<file path="src/rtl/cpu_pkg.sv">
// Shared types for the multicycle accumulator CPU: opcode and FSM state
// encodings plus small decode helpers.
package cpu_pkg;

    localparam int OPW = 4;

    typedef enum logic [3:0] {
        OP_NOP = 4'h0, OP_LDA = 4'h1, OP_STA = 4'h2, OP_ADD = 4'h3,
        OP_SUB = 4'h4, OP_AND = 4'h5, OP_OR  = 4'h6, OP_NOT = 4'h7,
        OP_JMP = 4'h8, OP_JZ  = 4'h9, OP_JC  = 4'hA, OP_LDI = 4'hB,
        OP_SHL = 4'hC, OP_SHR = 4'hD, OP_RSV = 4'hE, OP_HLT = 4'hF
    } opcode_e;

    typedef enum logic [1:0] {
        FETCH = 2'd0,
        EXEC  = 2'd1,
        MEM   = 2'd2,
        HALT  = 2'd3
    } state_e;

    function automatic int instWidth(input int aw);
        return aw + OPW;
    endfunction

    // LDA..OR all touch data memory; the encodings are contiguous.
    function automatic logic isMemOp(input opcode_e op);
        return (op >= OP_LDA) && (op <= OP_OR);
    endfunction

endpackage

</file>
<file path="src/rtl/cpu_alu.sv">
// Combinational accumulator ALU. Shift ops exist only when CPU_SHIFT_EN is
// defined; otherwise SHL/SHR fall to the pass-through default.
module cpu_alu
    import cpu_pkg::*;
#(
    parameter int DW = 8
) (
    input  logic [DW-1:0] acc,
    input  logic [DW-1:0] b,
    input  opcode_e       op,
    input  logic          carryIn,
    output logic [DW-1:0] result,
    output logic          carryOut
);

    always_comb begin
        result   = acc;
        carryOut = carryIn;
        case (op)
            OP_LDA: result = b;
            OP_ADD: {carryOut, result} = {1'b0, acc} + {1'b0, b};
            OP_SUB: begin
                result   = acc - b;
                carryOut = (acc < b);
            end
            OP_AND: result = acc & b;
            OP_OR:  result = acc | b;
            OP_NOT: result = ~acc;
`ifdef CPU_SHIFT_EN
            OP_SHL: begin
                result   = {acc[DW-2:0], 1'b0};
                carryOut = acc[DW-1];
            end
            OP_SHR: begin
                result   = {1'b0, acc[DW-1:1]};
                carryOut = acc[0];
            end
`endif
            default: ;
        endcase
    end

endmodule

</file>
<file path="src/rtl/acc_cpu_mc.sv">
// Multicycle accumulator CPU with ready-handshaked data memory and Z/C flags.
// Define CPU_SHIFT_EN to enable the SHL/SHR opcodes.
module acc_cpu_mc
    import cpu_pkg::*;
#(
    parameter  int DW = 8,
    parameter  int AW = 4,
    localparam int IW = instWidth(AW)
) (
    input  logic          clock,
    input  logic          reset,
    output logic [AW-1:0] instMemAddrBus,
    input  logic [IW-1:0] instMemDataBus,
    output logic [AW-1:0] dataMemAddrBus,
    output logic [DW-1:0] dataMemInDataBus,
    input  logic [DW-1:0] dataMemOutDataBus,
    input  logic          dataMemReady,
    output logic          mReadFlag,
    output logic          mWriteFlag,
    output logic [DW-1:0] accOut,
    output logic [DW-1:0] aluOut,
    output logic [3:0]    opcode,
    output logic          zeroFlag,
    output logic          carryFlag,
    output logic          halted
);

    state_e        state, nextState;
    logic [AW-1:0] pc, pcNext;
    logic [IW-1:0] ir;
    logic [DW-1:0] acc, accNext, aluRes;
    logic          zf, cf, carryNext, aluCarry;
    logic          irWe, pcWe, accWe;
    opcode_e       op;
    logic [AW-1:0] operand;

    assign op      = opcode_e'(ir[IW-1:AW]);
    assign operand = ir[AW-1:0];

    cpu_alu #(.DW(DW)) uAlu (
        .acc      (acc),
        .b        (dataMemOutDataBus),
        .op       (op),
        .carryIn  (cf),
        .result   (aluRes),
        .carryOut (aluCarry)
    );

    always_ff @(posedge clock or posedge reset) begin
        if (reset) state <= FETCH;
        else       state <= nextState;
    end

    always_comb begin
        nextState = state;
        case (state)
            FETCH: nextState = EXEC;
            EXEC: begin
                if (isMemOp(op))       nextState = MEM;
                else if (op == OP_HLT) nextState = HALT;
                else                   nextState = FETCH;
            end
            MEM:     if (dataMemReady) nextState = FETCH;
            HALT:    nextState = HALT;
            default: nextState = FETCH;
        endcase
    end

    // Strobes and datapath enables are pure decodes of state/IR, so an
    // asynchronous reset of the state register drops them immediately.
    always_comb begin
        mReadFlag  = 1'b0;
        mWriteFlag = 1'b0;
        halted     = 1'b0;
        irWe       = 1'b0;
        pcWe       = 1'b0;
        pcNext     = pc + 1'b1;
        accWe      = 1'b0;
        accNext    = aluRes;
        carryNext  = aluCarry;
        case (state)
            FETCH: begin
                irWe = 1'b1;
                pcWe = 1'b1;
            end
            EXEC: begin
                case (op)
                    OP_NOT: accWe = 1'b1;
`ifdef CPU_SHIFT_EN
                    OP_SHL, OP_SHR: accWe = 1'b1;
`endif
                    OP_LDI: begin
                        accWe     = 1'b1;
                        accNext   = DW'(operand);
                        carryNext = cf;
                    end
                    OP_JMP: begin
                        pcWe   = 1'b1;
                        pcNext = operand;
                    end
                    OP_JZ: begin
                        pcWe   = zf;
                        pcNext = operand;
                    end
                    OP_JC: begin
                        pcWe   = cf;
                        pcNext = operand;
                    end
                    default: ;
                endcase
            end
            MEM: begin
                mReadFlag  = (op != OP_STA);
                mWriteFlag = (op == OP_STA);
                accWe      = dataMemReady && (op != OP_STA);
            end
            HALT:    halted = 1'b1;
            default: ;
        endcase
    end

    always_ff @(posedge clock or posedge reset) begin
        if (reset) begin
            pc  <= '0;
            ir  <= '0;
            acc <= '0;
            zf  <= 1'b0;
            cf  <= 1'b0;
        end else begin
            if (irWe) ir <= instMemDataBus;
            if (pcWe) pc <= pcNext;
            if (accWe) begin
                acc <= accNext;
                zf  <= (accNext == '0);
                cf  <= carryNext;
            end
        end
    end

    assign instMemAddrBus   = pc;
    assign dataMemAddrBus   = operand;
    assign dataMemInDataBus = acc;
    assign accOut           = acc;
    assign aluOut           = aluRes;
    assign opcode           = ir[IW-1:AW];
    assign zeroFlag         = zf;
    assign carryFlag        = cf;

endmodule

</file>
<file path="config.mk">
export PLATFORM = sky130hd
export DESIGN_NAME = acc_cpu_mc
export DESIGN_NICKNAME = d
export VERILOG_FILES = /design/src/rtl/cpu_pkg.sv /design/src/rtl/cpu_alu.sv /design/src/rtl/acc_cpu_mc.sv
export SDC_FILE = /design/constraint.sdc
export NUM_CORES = 1
export LEC_CHECK = 0
export ABC_AREA = 1
export BUFFER_PORTS_ARGS = -buffer_cell sky130_fd_sc_hd__buf_2
export CAP_MARGIN = 20
export CORE_MARGIN = 1.5
export CORE_UTILIZATION = 30
export DETAILED_ROUTE_END_ITERATION = 12
export GPL_ROUTABILITY_DRIVEN = 0
export PLACE_DENSITY = 0.59
export SYNTH_ARGS = -nofsm -noshare
export SYNTH_HDL_FRONTEND = slang
export SYNTH_SLANG_ARGS = --single-unit
</file>
<file path="constraint.sdc">
create_clock -name clock -period 3.1 [get_ports clock]
set_input_delay 0.93 -clock clock [delete_from_list [all_inputs] [get_ports clock]]
set_output_delay 0.93 -clock clock [all_outputs]
set_load 0.005 [all_outputs]
</file>
==> qor.json, run 1 <==
{
  "clock_slew_seen_by_the_registers_of_the_worst_setup_and_hold_paths": {"value": 80, "unit": "ps"},
  "crit_end": {"value": "carryFlag"},
  "yosysTopAreaCellShare": {"value": 22.4, "unit": "%"},
  "worst_slew_pin_slew": {"value": 935, "unit": "ps"},
  "cts_inserted_buffers": {"value": 3},
  "post_synth_cell_types": {"value": 33},
  "setup_viol_count_final": {"value": 8},
  "timing.reg2reg.setup_slack": {"value": -50, "unit": "ps"},
  "grt_pass1_wl": {"value": 14700, "unit": "um"},
  "startpoint": {"value": "dataMemOutDataBus[2]"},
  "vias": {"value": 3207},
  "num_io_pins": {"value": 60},
  "detail_route.iter0.violations": {"value": 139},
  "start_util": {"value": 30.9, "unit": "%"},
  "synth_seq_cells": {"value": 24},
  "worst_ep_arrival_time": {"value": 3410, "unit": "ps"},
  "worstSetupEndpointType": {"value": "register"},
  "avgRoutedWirePerCell": {"value": 14.4, "unit": "um"},
  "met3RoutedLength": {"value": 358, "unit": "um"},
  "postSynthCellCount": {"value": 427},
  "num_antenna_cells": {"value": 0},
  "yosys-top-cells-area": {"value": "dfrtp_1 22%, nand2_1 17%, ha_1 14%"},
  "design_area": {"value": 4080, "unit": "sq um"},
  "final_period_minus_worst_setup_slack": {"value": 3270, "unit": "ps"},
  "worst_r2r_endpoint": {"value": "carryFlag"},
  "clockBufferDepth": {"value": 2},
  "relSlewSlack": {"value": 37.6, "unit": "%"},
  "tritoncts": {"value": "yes"},
  "fin_crit_sh": {"value": 106, "unit": "%"},
  "clock.fmax": {"value": 306, "unit": "MHz"},
  "dieArea": {"value": 9510, "unit": "sq um"},
  "largest_fanout_of_any_net_on_the_critical_path": {"value": 6},
  "fp.dieW": {"value": 97.5, "unit": "um"},
  "antenna_violating_nets_post_route": {"value": 0},
  "final.setup.worst_slack": {"value": -171, "unit": "ps"},
  "cts_num_sinks": {"value": 24},
  "vias_per_cell": {"value": 4.87},
  "final_hold_viol_count": {"value": 0},
  "power_density": {"value": 1010, "unit": "nW/um^2"},
  "final_common_cell": {"value": "nand2_1"},
  "violations_in_the_final_reports": {"value": "setup timing"},
  "initial_antenna_violation_count": {"value": 0},
  "worstPathRequired": {"value": 3240, "unit": "ps"},
  "floorplan.core_area": {"value": 8680, "unit": "sq um"},
  "run_status": {"value": "finished with violations"},
  "routed_wirelength": {"value": 9470, "unit": "um"},
  "timing.max_cap.violations": {"value": 0},
  "pre_cts_slack": {"value": -319, "unit": "ps"},
  "grt_start_max_net_pins": {"value": 25},
  "placement.cell_area": {"value": 3370, "unit": "sq um"},
  "post-synth-top-area-cell": {"value": "dfrtp_1"},
  "min_delay_path_depth": {"value": 2},
  "gr-usage-all-layers": {"value": 18.8, "unit": "%"},
  "pleak": {"value": 2.13, "unit": "nW"},
  "r2r-start": {"value": "accOut[4]"},
  "dr.pass1.iters": {"value": 4},
  "post_route_cells_drive_above_1_share": {"value": 43.1, "unit": "%"},
  "sequential_area_share_after_synthesis": {"value": 22.4, "unit": "%"},
  "remaining_drc_errors": {"value": 0},
  "synth.cell_area": {"value": 2680, "unit": "sq um"},
  "timing_worst_setup_path_type": {"value": "in2reg"},
  "timing.clock.skew": {"value": 8.91, "unit": "ps"},
  "postSynthNetCount": {"value": 479},
  "clock_tree.htree_level_count": {"value": 1},
  "place.detailed.hpwl": {"value": 6870, "unit": "um"},
  "flow.area_growth_from_synthesis": {"value": 52.3, "unit": "%"},
  "finalNonFillerCells": {"value": 658},
  "wirelength_met1": {"value": 4150, "unit": "um"},
  "hold_class": {"value": "reg2reg"},
  "layout.area.seq": {"value": 601, "unit": "sq um"},
  "placement_rows": {"value": 34},
  "place.detailed.instances": {"value": 626},
  "max-vdd-ir-drop": {"value": 0.466, "unit": "mV"},
  "chipHeight": {"value": 97.5, "unit": "um"},
  "drv_slew": {"value": 0},
  "clock_tree.root_cell": {"value": "clkbuf_8"},
  "overflow": {"value": 0},
  "yosys_warn_count": {"value": 0},
  "port-buffer-count": {"value": 59},
  "highest_layer": {"value": "met4"},
  "setup_repair_after_global_routing_missed_its_margin": {"value": "true"},
  "met2_length": {"value": 4770, "unit": "um"},
  "worst_r2r_path_depth": {"value": 20},
  "critical_path.startpoint_type": {"value": "input port"},
  "first_global_vias": {"value": 3076},
  "layout_common_cells": {"value": "103 x nand2_1, 73 x buf_4, 54 x buf_2, 49 x inv_1, 35 x nand3_1"},
  "fin_nets": {"value": 603},
  "area_used_by_multi_input_combinational_logic": {"value": 2110, "unit": "sq um"},
  "fillers": {"value": 915},
  "mean_cell_area_of_the_mapped_netlist": {"value": 6.28, "unit": "sq um"},
  "clock_latency": {"value": 270, "unit": "ps"}
}
-- where the power goes --
| group | total (W) | leakage (nW) | switching [W] | internal (W) |
|---|---|---|---|---|
| sequential | 0.000634 | 0.293 | 0.000174 | 0.000460 |
| clock | 0.000277 | 0.0357 | 0.000104 | 0.000173 |
| combinational | 0.00322 | 1.80 | 0.00175 | 0.00147 |
| total | 0.00413 | 2.13 | 0.00202 | 0.00211 |
-- synth_stat cells --
cell and n:
nand2_1 125, inv_1 66, nand3_1 57, ha_1 31, nor2_1 31, dfrtp_1 24
o21ai_0 22, a21oi_1 13, buf_4 8, inv_2 5, nand4_1 5, nor3_1 5
clkbuf_1 4, a31oi_1 3, a21oi_2 2, and2_1 2, buf_2 2, fa_1 2
nor2_2 2, nor4_1 2, o211ai_1 2, o21ai_1 2, xnor2_1 2, a211oi_1 1
a21o_1 1, a22oi_1 1, nand2_2 1, nor3_4 1, o21a_1 1, o21bai_1 1
o22ai_1 1, o31ai_1 1, xor2_1 1
-- cell type report --
| type | instances | area share [%] |
|---|---|---|
| multi-input combinational | 318 | 51.6 |
| timing repair buffer | 133 | 21.9 |
| sequential | 24 | 14.7 |
| inverter | 71 | 6.77 |
| tap | 108 | 3.31 |
| clock buffer | 3 | 1.01 |
| clock inverter | 1 | 0.735 |
-- worst max-delay path: stages --
cell and delay [ps]:
buf_8 100, inv_6 50, ha_4 210, inv_2 70
buf_4 100, nand2_2 50, nand2_2 90, nand3_2 100
nand2_2 80, nand2_2 60, buf_4 130, buf_4 120
buf_4 120, buf_4 120, buf_4 130, buf_4 130
buf_4 130, buf_4 120, buf_4 120, buf_4 120
a21oi_2 130, nor3_1 60, nor2_1 80, a22oi_1 70
-- how the worst min path moves through the flow --
stage                     startpoint  slack, ps       end
final                       zeroFlag        520  zeroFlag
after global routing        zeroFlag        570  zeroFlag
after CTS                   zeroFlag        540  zeroFlag
after detailed placement    zeroFlag        520  zeroFlag
after global placement      zeroFlag        510  zeroFlag
after floorplan             zeroFlag        490  zeroFlag
-- stage by stage --
step                TNS [ps]  power [W]  util [%]  hold slack, ps
finish                  -951    0.00413      47.1             524
global route           -1630    0.00447      47.1             574
CTS                     -682    0.00383      45.1             540
detailed placement     -1500    0.00303      38.9             520
global placement       -1430    0.00300      38.9             512
floorplan                  0    0.00208         -             494
-- cell families (layout without fill, tap and decap cells) --
logic type / count (synthesis) / in the layout / synth area share, %
and+or+nand+nor: 231 / 231 / 36.8
buffers and inverters: 85 / 208 / 13.1
AOI/OAI and AO/OA: 51 / 51 / 10.7
xor gates and xnor gates: 3 / 3 / 0.980
adders and majority gates: 33 / 33 / 16.0
DFF: 24 / 24 / 22.4
-- state kept, by name, indices dropped and copies added, names as in the netlist --
| name | count |
|---|---|
| accOut | 8 |
| ir | 8 |
| instMemAddrBus | 4 |
| state | 2 |
| carryFlag | 1 |
| zeroFlag | 1 |
-- what timing repair did --
item / in CTS / in global routing
hold buffers: 0 / 0
setup buffers: 28 / 0
resized for setup: 68 / 48
pin swaps: 25 / 17
setup endpoints to repair: 7 / 10
-- metal layers --
| layer | up-vias | track usage, % |
|---|---|---|
| li1 | 1600 | - |
| met1 | 1510 | 24.0 |
| met2 | 84 | 33.3 |
| met3 | 13 | 1.94 |
| met4 | 0 | 5.60 |
| met5 | - | 0 |
Note: power is estimated with default switching activity, not from simulation.
==> run 2, diff against run 1 <==
--- a/config.mk
+++ b/config.mk
@@ -6,13 +6,14 @@
 export NUM_CORES = 1
 export LEC_CHECK = 0
 export ABC_AREA = 1
-export BUFFER_PORTS_ARGS = -buffer_cell sky130_fd_sc_hd__buf_2
 export CAP_MARGIN = 20
 export CORE_MARGIN = 1.5
 export CORE_UTILIZATION = 30
 export DETAILED_ROUTE_END_ITERATION = 12
+export DONT_BUFFER_PORTS = 1
 export GPL_ROUTABILITY_DRIVEN = 0
-export PLACE_DENSITY = 0.59
+export PLACE_DENSITY = 0.53
+export RECOVER_POWER = 50
 export SYNTH_ARGS = -nofsm -noshare
 export SYNTH_HDL_FRONTEND = slang
 export SYNTH_SLANG_ARGS = --single-unit
==> run 2 against run 1 <==
The flow still finishes with violations (setup timing). Non-clock buffer count decreased by 100. Clock power decreased by 33%. First-iteration DRC count increased by 14%. Power decreased by 25%. Die area unchanged. Sequential share of layout area increased by 4.2 points. Count of clock-buffer cells in the layout unchanged. Global-route usage decreased by 0.95 points. Utilization decreased by 10 points. Routed wire length decreased by 10%. Largest cell class unchanged.
==> qor.json, run 2 (synthesis results as in run 1) <==
{
  "run_status": {"value": "finished with violations"},
  "violations_in_the_final_reports": {"value": "setup timing"},
  "top_cell_by_count_worst_path": {"value": "nand3_2"},
  "chipHeight": {"value": 97.5, "unit": "um"},
  "place.detailed.hpwl": {"value": 6750, "unit": "um"},
  "setup_repair_after_global_routing_missed_its_margin": {"value": "true"},
  "timing.critical_path.cells": {"value": "clkinvlp_4 > buf_6 > fa_2 > inv_2 > nand3_2 > nand3_2 > nand2_1 > nand3_2 > nand3_2 > and2_4"},
  "dr.pass1.iters": {"value": 7},
  "worst_slew_pin_slew": {"value": 1350, "unit": "ps"},
  "tritoncts": {"value": "yes"},
  "grt_start_max_net_pins": {"value": 25},
  "power_frac_clock": {"value": 6.0, "unit": "%"},
  "remaining_drc_errors": {"value": 0},
  "avgRoutedWirePerCell": {"value": 15.2, "unit": "um"},
  "net-switching-power": {"value": 0.00170, "unit": "W"},
  "clock_slew_seen_by_the_registers_of_the_worst_setup_and_hold_paths": {"value": 80, "unit": "ps"},
  "timing_worst_setup_path_type": {"value": "in2out"},
  "clock_tree.root_cell": {"value": "clkbuf_8"},
  "power_density": {"value": 976, "unit": "nW/um^2"},
  "port-buffer-count": {"value": 0},
  "num_io_pins": {"value": 60},
  "timing.max_cap.violations": {"value": 0},
  "place.detailed.instances": {"value": 551},
  "fin_nets": {"value": 503},
  "detail_route.iter0.violations": {"value": 159},
  "layout_common_cells": {"value": "120 x nand2_1, 61 x inv_1, 48 x nand3_1, 31 x buf_4, 30 x nor2_1"},
  "routed_wirelength": {"value": 8490, "unit": "um"},
  "clockBufferDepth": {"value": 2},
  "clock.fmax": {"value": 322, "unit": "MHz"},
  "gr-usage-all-layers": {"value": 17.9, "unit": "%"},
  "seq_power_share": {"value": 21.2, "unit": "%"},
  "relSlewSlack": {"value": 10.1, "unit": "%"},
  "worst_ep_arrival_time": {"value": 2180, "unit": "ps"},
  "power.combinational.fraction": {"value": 72.9, "unit": "%"},
  "num_antenna_cells": {"value": 0},
  "slowest_stage": {"value": "fa_2"},
  "drv_slew": {"value": 0},
  "fillers": {"value": 968},
  "overflow": {"value": 0},
  "fin_crit_sh": {"value": 100, "unit": "%"},
  "antenna_violating_nets_post_route": {"value": 0},
  "area_used_by_multi_input_combinational_logic": {"value": 1880, "unit": "sq um"},
  "worstSetupEndpointType": {"value": "output port"},
  "post_route_cells_drive_above_1_share": {"value": 17.8, "unit": "%"},
  "vias_per_cell": {"value": 5.01},
  "final_hold_viol_count": {"value": 0},
  "placement_rows": {"value": 34},
  "timing.critical_path.max_delay_family": {"value": "simple AND/OR/NAND/NOR gates"},
  "crit_path_max_incr_delay": {"value": 350, "unit": "ps"},
  "start_util": {"value": 30.9, "unit": "%"},
  "fp.dieW": {"value": 97.5, "unit": "um"},
  "hold_class": {"value": "reg2reg"},
  "flow.area_growth_from_synthesis": {"value": 18.6, "unit": "%"},
  "timing.clock.skew": {"value": 3.42, "unit": "ps"},
  "vias": {"value": 2792},
  "largest_fanout_of_any_net_on_the_critical_path": {"value": 4},
  "finalCoreUtilization": {"value": 36.6, "unit": "%"},
  "cts_inserted_buffers": {"value": 3},
  "final.setup.tns": {"value": -10.0, "unit": "ps"},
  "critical_path.startpoint_type": {"value": "input port"},
  "pleak": {"value": 1.62, "unit": "nW"},
  "setup_viol_count_final": {"value": 1},
  "max-vdd-ir-drop": {"value": 0.460, "unit": "mV"},
  "finalNonFillerCells": {"value": 557},
  "floorplan.core_area": {"value": 8680, "unit": "sq um"},
  "final_common_cell": {"value": "nand2_1"},
  "p_int": {"value": 0.00140, "unit": "W"},
  "first_global_vias": {"value": 2682},
  "buffer_and_inverter_count_on_the_worst_path": {"value": 3},
  "initial_antenna_violation_count": {"value": 0},
  "dieArea": {"value": 9510, "unit": "sq um"},
  "final.setup.worst_slack": {"value": -10.0, "unit": "ps"},
  "holdBufCountCts": {"value": 0},
  "sw_frac_of_total": {"value": 54.9, "unit": "%"},
  "clock_tree.htree_level_count": {"value": 1},
  "worstPathRequired": {"value": 2170, "unit": "ps"},
  "grt_pass1_wl": {"value": 13800, "unit": "um"},
  "layout.area.seq": {"value": 602, "unit": "sq um"},
  "clock_latency": {"value": 270, "unit": "ps"},
  "cts_num_sinks": {"value": 24},
  "final_period_minus_worst_setup_slack": {"value": 3110, "unit": "ps"}
}
==> run 2: cell count changes in the layout (fill, tap and decap cells not counted), sizes merged <==
cell | previous run | this run
inv | 71 | 70
clkinvlp | 0 | 1
bufinv | 1 | 0
clkbuf | 3 | 4
buf | 133 | 32
==> run 2: stage by stage <==
stage | worst slack, ps | power (W) | hold WS [ps] | instance area (sq um)
after floorplan | 17.3 | 0.00208 | 494 | 2680
after global placement | -109 | 0.00269 | 539 | 2960
after detailed placement | -116 | 0.00273 | 540 | 2960
after CTS | 8.94 | 0.00302 | 563 | 3110
after global routing | -86.1 | 0.00344 | 591 | 3180
final | -10.0 | 0.00310 | 560 | 3180
==> run 2: final timing paths <==
path	start	end	slack, ps	cells past startpoint
max in group asynchronous	reset	accOut[6]	1230	2
min in group asynchronous	reset	instMemAddrBus[3]	990	2
worst max-delay path	dataMemOutDataBus[1]	aluOut[6]	-10	10
worst min-delay path	state[1]	state[1]	560	2
worst min register to register	state[1]	state[1]	560	2
worst max register to register	accOut[0]	zeroFlag	880	14
==> run 2: tightest hold or removal path: cells and delay by family, from the launching register on <==
kind / cells / cell delay [ps]
flops: 1 / 400
simple gates: 1 / 70
compound gates: 1 / 60
==> run 2: metal layers <==
layer  global-route usage [%]  up-vias  part of all wire (%)
li1                         -     1399                     -
met1                     23.5     1298                    45
met2                     29.9       91                    48
met3                     3.60        4                   6.4
met4                     4.62        0                  0.45
met5                        0        -                     0
==> run 2: area by class of cell <==
| class | count | area share [%] |
|---|---|---|
| inverters | 71 | 8.50 |
| well taps | 108 | 4.25 |
| clock buffers | 3 | 1.30 |
| multi-input cells | 318 | 59.2 |
| flip-flops and latches | 24 | 18.9 |
| repair buffers | 33 | 7.79 |
==> run 2: repair_timing <==
item	CTS	global route
pin swaps	8	1
setup buffers	2	1
endpoints found under the setup margin	3	5
resized for setup	25	14
==> run 2: power groups by stage <==
stage,registers [W],clock network [W],logic (W)
after global routing,0.000683,0.000208,0.00254
after CTS,0.000653,0.000197,0.00217
after detailed placement,0.000658,0,0.00207
final,0.000656,0.000185,0.00226
after global placement,0.000654,0,0.00204
after floorplan,0.000630,0,0.00144
